--- src/rtl/product_frame_receiver.sv ---
// Serial receiver for the booth multiplier's product link: start bit, DATA_BITS LSB-first
// payload bits, stop bit, one bit per CLK. Reassembles the product and counts good/bad frames.
module product_frame_receiver #(
    parameter int DATA_BITS = 8,
    parameter int CNT_WIDTH = 8
) (
    input  logic                   CLK,
    input  logic                   RST,
    input  logic                   rx,
    output logic [DATA_BITS-1:0]   product,
    output logic [DATA_BITS/2-1:0] product_hi,
    output logic [DATA_BITS/2-1:0] product_lo,
    output logic                   product_valid,
    output logic                   frame_err,
    output logic                   busy,
    output logic [CNT_WIDTH-1:0]   frame_cnt,
    output logic [CNT_WIDTH-1:0]   err_cnt
);

    localparam int IDX_W = (DATA_BITS > 1) ? $clog2(DATA_BITS) : 1;
    localparam logic [IDX_W-1:0] LAST_IDX = IDX_W'(DATA_BITS - 1);
    localparam logic [CNT_WIDTH-1:0] CNT_MAX = {CNT_WIDTH{1'b1}};

    typedef enum logic [1:0] {
        S_IDLE    = 2'd0,
        S_DATA    = 2'd1,
        S_STOP    = 2'd2,
        S_RECOVER = 2'd3
    } state_t;

    state_t                 state_q,     state_d;
    logic [DATA_BITS-1:0]   shift_q,     shift_d;
    logic [IDX_W-1:0]       idx_q,       idx_d;
    logic [DATA_BITS-1:0]   product_q,   product_d;
    logic                   valid_q,     valid_d;
    logic                   err_q,       err_d;
    logic [CNT_WIDTH-1:0]   frame_cnt_q, frame_cnt_d;
    logic [CNT_WIDTH-1:0]   err_cnt_q,   err_cnt_d;

    // State and datapath registers; reset discards any partial frame.
    always_ff @(posedge CLK or posedge RST) begin
        if (RST) begin
            state_q     <= S_IDLE;
            shift_q     <= {DATA_BITS{1'b0}};
            idx_q       <= {IDX_W{1'b0}};
            product_q   <= {DATA_BITS{1'b0}};
            valid_q     <= 1'b0;
            err_q       <= 1'b0;
            frame_cnt_q <= {CNT_WIDTH{1'b0}};
            err_cnt_q   <= {CNT_WIDTH{1'b0}};
        end else begin
            state_q     <= state_d;
            shift_q     <= shift_d;
            idx_q       <= idx_d;
            product_q   <= product_d;
            valid_q     <= valid_d;
            err_q       <= err_d;
            frame_cnt_q <= frame_cnt_d;
            err_cnt_q   <= err_cnt_d;
        end
    end

    // Next-state logic: every rising edge consumes exactly one line sample.
    always_comb begin
        state_d     = state_q;
        shift_d     = shift_q;
        idx_d       = idx_q;
        product_d   = product_q;
        valid_d     = 1'b0;
        err_d       = 1'b0;
        frame_cnt_d = frame_cnt_q;
        err_cnt_d   = err_cnt_q;
        case (state_q)
            S_IDLE: begin
                if (rx == 1'b0) begin
                    state_d = S_DATA;
                    idx_d   = {IDX_W{1'b0}};
                end else begin
                    state_d = S_IDLE;
                end
            end
            S_DATA: begin
                shift_d[idx_q] = rx;
                if (idx_q == LAST_IDX) begin
                    state_d = S_STOP;
                end else begin
                    idx_d = idx_q + IDX_W'(1);
                end
            end
            S_STOP: begin
                if (rx == 1'b1) begin
                    product_d   = shift_q;
                    valid_d     = 1'b1;
                    frame_cnt_d = frame_cnt_q + CNT_WIDTH'(1);
                    state_d     = S_IDLE;
                end else begin
                    err_d = 1'b1;
                    if (err_cnt_q != CNT_MAX) begin
                        err_cnt_d = err_cnt_q + CNT_WIDTH'(1);
                    end else begin
                        err_cnt_d = err_cnt_q;
                    end
                    state_d = S_RECOVER;
                end
            end
            // A held-low line (break) must go high before a new start bit is accepted.
            S_RECOVER: begin
                if (rx == 1'b1) begin
                    state_d = S_IDLE;
                end else begin
                    state_d = S_RECOVER;
                end
            end
            default: begin
                state_d = S_IDLE;
            end
        endcase
    end

    assign product       = product_q;
    assign product_hi    = product_q[DATA_BITS-1:DATA_BITS/2];
    assign product_lo    = product_q[DATA_BITS/2-1:0];
    assign product_valid = valid_q;
    assign frame_err     = err_q;
    assign busy          = (state_q == S_DATA) || (state_q == S_STOP);
    assign frame_cnt     = frame_cnt_q;
    assign err_cnt       = err_cnt_q;

endmodule

--- config.mk ---
export PLATFORM = sky130hd
export DESIGN_NAME = product_frame_receiver
export DESIGN_NICKNAME = d
export VERILOG_FILES = /design/src/rtl/product_frame_receiver.sv
export SDC_FILE = /design/constraint.sdc
export NUM_CORES = 1
export LEC_CHECK = 0
export BUFFER_PORTS_ARGS = -buffer_cell sky130_fd_sc_hd__buf_2
export CAP_MARGIN = 20
export CORE_UTILIZATION = 51
export CTS_CLUSTER_DIAMETER = 80
export DETAILED_ROUTE_END_ITERATION = 12
export PLACE_DENSITY_LB_ADDON = 0.15
export SYNTH_ARGS = -nofsm -noshare
export SYNTH_HDL_FRONTEND = slang
export SYNTH_SLANG_ARGS = --single-unit
--- constraint.sdc ---
create_clock -name CLK -period 3.5 [get_ports CLK]
set_input_delay 0.7 -clock CLK [delete_from_list [all_inputs] [get_ports CLK]]
set_output_delay 0.7 -clock CLK [all_outputs]
set_load 0.03 [all_outputs]
Yosys cells after proc, flatten, opt, wreduce, memory -nomap -nowiden --
Index checks and enable logic that the tools add are counted.
Storage, ports and cells: memories kept 0, output and inout bits 35, ROM bits 0, latch bits 0, memory bits (writable) 0, input bits 3, flip-flop bits (word level) 39, logic and storage cells 44
Operators by class: equality and inequality tests 8, multiplexer cells 14, shift operators 0, multipliers 0, div/mod/pow operators 0, bitwise operators 1, add/sub/neg operators 3, reductions and logical operators 8, order comparisons 2
Operators by type and width (number):
- 8-bit by 1-bit adder with 8-bit output, second input constant | 2
- 8-bit bitwise mux | 1
- 8-bit inequality test, second input constant | 1
- 1-bit 2-to-1 mux | 6
- 3-bit 2-to-1 mux | 2
- 2-bit inequality test, second input constant | 3
- 2-bit one-hot mux with 3 select lines | 1
- 3-bit one-hot mux with 2 select lines | 1
- 3-bit AND reduction | 2
- 2-bit == test, second input constant | 2
- 3-bit by 4-bit < comparator with 1-bit output, second input constant | 1
- 2-bit 2-to-1 mux | 2
- 3-bit by 1-bit adder with 3-bit output, second input constant | 1
- 1-bit demux with 3-bit select | 1
- 3-bit == test, second input constant | 1
- 3-bit by 1-bit >= comparator with 1-bit output, second input constant | 1
- 2-bit by 1-bit == test with 1-bit output, second input constant | 1
- 2-bit zero test | 1
- 2-bit AND reduction | 1
- 2-bit nonzero test | 1
- 2-bit OR reduction | 1
- 1-bit logical AND | 1
- 1-bit logical OR | 1
- 1-bit NOT | 1

Logic depth before layout (Yosys ltp) --
depth after elaboration 5, gate-level depth with buffers 7, gate-level depth less buffers 7

Worst setup path after synthesis --
OpenSTA, ideal clock, no wires.
path type register -> register, from register err_cnt_q[0], in the netlist err_cnt[0], to register err_cnt_q[1], in the netlist err_cnt[1], clock period less this slack 1.578 ns, setup slack 1.922 ns, buffers on the path 0, setup time 0.128 ns, stages on the path, launching flop included 5, data required time 3.372 ns, arrival 1.450 ns, cell sequence dfrtp_1 -> ha_1 -> nand3_1 -> o21ai_1 -> mux2_1
On the way: cells in the longest elaborated chain, start to end 2, elaborated cells on any way between the ends 3, those cells by class 1 x add/sub; 1 x eq/ne; 1 x reduce/logical
RTL lines:
- from (decl) | line 38 | logic [CNT_WIDTH-1:0] err_cnt_q, err_cnt_d;
- from (signal assigned) | line 50 | err_cnt_q <= {CNT_WIDTH{1'b0}};
- from (signal assigned) | line 59 | err_cnt_q <= err_cnt_d;
- branches (longest 2 deep; another with 8-bit by 1-bit adder with 8-bit output)
Parallel ways; which one is timed is not known. A chain may end at the register's enable or synchronous reset.

Worst setup path after layout --
from register state_q[0], to output busy
On the way: cells in the longest elaborated chain, start to end 2, elaborated cells on any way between the ends 3, those cells by class 2 x eq/ne; 1 x reduce/logical
RTL lines:
- from (decl) | line 31 | state_t state_q, state_d;
- from (signal assigned) | line 52 | state_q <= state_d;
- 2-bit by 1-bit == test with 1-bit output / 2-bit == test (equally long branches) | line 125 | assign busy = (state_q == S_DATA) || (state_q == S_STOP);
- 1-bit logical OR * | line 125
- to (decl) | line 15 | output logic busy,
Mark *: on every way between the ends. The rest lies on a longest branch, timed or not.

==> reports/qor.txt <==
status -> complete, no violations
vias in the first global route -> 1246
PortBufs -> 37
Power, Total -> 1.97 mW
ANT nets after route -> 0
Mean Syn Cell Area -> 10.6 µm²
logic gate share of total power -> 42.3%
period utilization -> 57.8%
commonest non-fill, non-tap cell in the layout -> dfrtp_1
final hold vios -> 0
Post-synth EDFFs -> 0
starting density of the core -> 54.7%
Synth Cell Area -> 1870 µm²
Critical R2R Launch -> state_q[0]
fin. max-slew vios -> 0
Setup TNS -> 0 ps
antenna cells -> 0
r2r setup slk -> 1650 ps
Worst Tran Pin Value -> 617 ps
antenna violations before repair -> 0
Flop pwr share -> 39.0%
slew margin rel. -> 58.8%
Critical Path AT -> 1320 ps
asr flop ratio synth -> 100%
Cells after Synth -> 176
clock slew at reported path FFs -> 120 ps
multi-input combinational cell area -> 790 µm²
CP max stage delay -> 430 ps
met1 Use GR -> 23.2%
cts hold-fix bufs -> 0
Reg area -> 976 µm²
CP Capture Type -> output pin
die width -> 62.5 µm
CP Launch Type -> register
Post-Route WL -> 3100 µm
Inst Count DP -> 246
Starting DRT DRC Count -> 60
Switching Fraction -> 43.8%
core region area -> 3420 µm²
Die Y -> 62.5 µm
CP max-delay cell -> dfrtp_1
Max IR drop VDD -> 0.587 mV
Rows -> 21
CTS tree -> yes
largest net degree at the start of global routing -> 23
R2R Path End -> frame_cnt[5]
clk root buf -> clkbuf_4
Die Area -> 3910 µm²
Worst Skew -> 10.4 ps
CTS Sinks -> 39
most frequent cells in the layout -> 39 x dfrtp_1, 38 x nand2_1, 37 x buf_2, 10 x mux2_1, 9 x nor2_1
Boundary Pins -> 38
layout cell share with drive strength beyond 1 -> 24.5%
Congestion Overflow GR -> 0
sequential area share after synthesis -> 52.2%
flops & latches, synth -> 39
Area Growth Syn to Fin -> 14.1%
worst-case reg-to-reg path depth -> 7
post-layout instance area -> 2130 µm²
fin crit period -> 2020 ps
DR pass1 iterations -> 4
WP data required -> 2800 ps
MaxCap Viol Count -> 0
worst-case clock buffer depth -> 2
P_int -> 1.11 mW
drc violations -> 0
met2 usage -> 29.3%
CTS Buf Count -> 5
nets -> 218
Yosys warning count -> 0
first-pass GRT wire length -> 5580 µm
latest clock arrival within the worst-skew pair -> 350 ps
Detail Placement HPWL -> 2260 µm
via count -> 1298
met3 Use GR -> 5.66%
Setup CP Type -> register to output pin
RePlAce Congestion -> 0.792
post-CTS sizing -> 0
RSZ-0062 raised after global routing -> false
layer with the highest usage -> met2
hold crit path type -> input pin to asynchronous set/reset pin
CP cell instances -> inv_1 > ha_1 > buf_2
post-DR wirelength/cell -> 12.2 µm
Setup violations, final -> 0
Post-DP Area -> 2030 µm²
P_leak -> 1.11 nW
number of post-CTS setup repair buffers -> 0
vias per cell -> 5.11
Distinct cells, synth -> 34
switching power -> 0.861 mW
Synth Flop Type -> dfrtp_1
gr usage total -> 18.5%
Non-Filler Instances -> 254
syn_nets -> 187
post-layout util -> 62.4%
H-tree depth -> 2
critical-path maximum fanout -> 5
fmax -> 0.495 GHz
Clk network pwr share -> 18.7%
PD cells -> 922 nW/µm²
number of fill cells in the layout -> 293
==> sequential cells by signal (all words and copies together) (netlist names) <==
signal and cells:
idx_q 3, product_valid 1, frame_cnt 8, state_q 2, frame_err 1, err_cnt 8, shift_q 8, product 8
==> how the worst max path moves through the flow <==
stage                     startpoint            to  slack (ps)  depth (start not counted)
after floorplan                  RST    err_cnt[0]        1910                          1
after global placement            rx  frame_cnt[5]        1470                          6
after detailed placement          rx  frame_cnt[5]        1400                          6
after CTS                 state_q[0]          busy        1460                          3
after global routing      state_q[0]          busy        1380                          3
final                     state_q[0]          busy        1480                          3
==> layout make-up <==
type                            instances  area share [%]
Inverter                                4           0.704
Clock inverter                          2            2.82
Tap cell                               46            2.70
Sequential cell                        39            45.8
Multi-Input combinational cell        119            37.0
Timing Repair Buffer                   38            9.04
Clock buffer                            6            1.94
==> Yosys cell counts, types with 4 or more instances <==
master | count | area share [%]
dfrtp_1 | 39 | 52
nand2_1 | 38 | 7.6
mux2_1 | 10 | 6.0
nor2_1 | 9 | 1.8
buf_4 | 8 | 3.2
ha_1 | 8 | 5.4
xnor2_1 | 6 | 2.8
nand4_1 | 5 | 1.7
xor2_1 | 5 | 2.3
buf_2 | 4 | 1.1
nand2b_1 | 4 | 1.3
nand3_1 | 4 | 1.1
==> critical path, delay by kind of cell (launching register included) <==
family	cells	cell delay, ps
adder cells (fa/ha/maj)	1	280
flip-flops	1	430
buffers and inverters	2	260
==> power by group through the flow <==
stage               combinational [mW]  clock (mW)  sequential [mW]
CTS                              0.840       0.378            0.769
global placement                 0.822           0            0.770
global route                     0.913       0.399            0.795
floorplan                        0.498           0            0.945
detailed placement               0.838           0            0.777
finish                           0.832       0.367            0.767
==> cells by family after synthesis <==
kind of cell	count (synthesis)	share of synthesized area (%)
AOI/OAI and AO/OA	15	5.09
xor gates and xnor gates	11	5.16
adders and majority gates	8	5.36
buffers and inverters	18	5.49
DFF	39	52.2
muxes	11	6.63
and+or+nand+nor	74	20.0
==> per-stage QoR <==
| stage | hold WS, ps | setup slack (ps) |
|---|---|---|
| after floorplan | 432 | 1910 |
| after global placement | 454 | 1470 |
| after detailed placement | 460 | 1400 |
| after CTS | 414 | 1460 |
| after global routing | 435 | 1380 |
| final | 403 | 1480 |
==> per-layer routing <==
metal | share of wire [%] | wire length (µm)
met3 | 5.0 | 155
met4 | 2.1 | 64
met5 | 0 | 0
met1 | 46 | 1420
met2 | 47 | 1460
(Power assumes the default switching activity.)
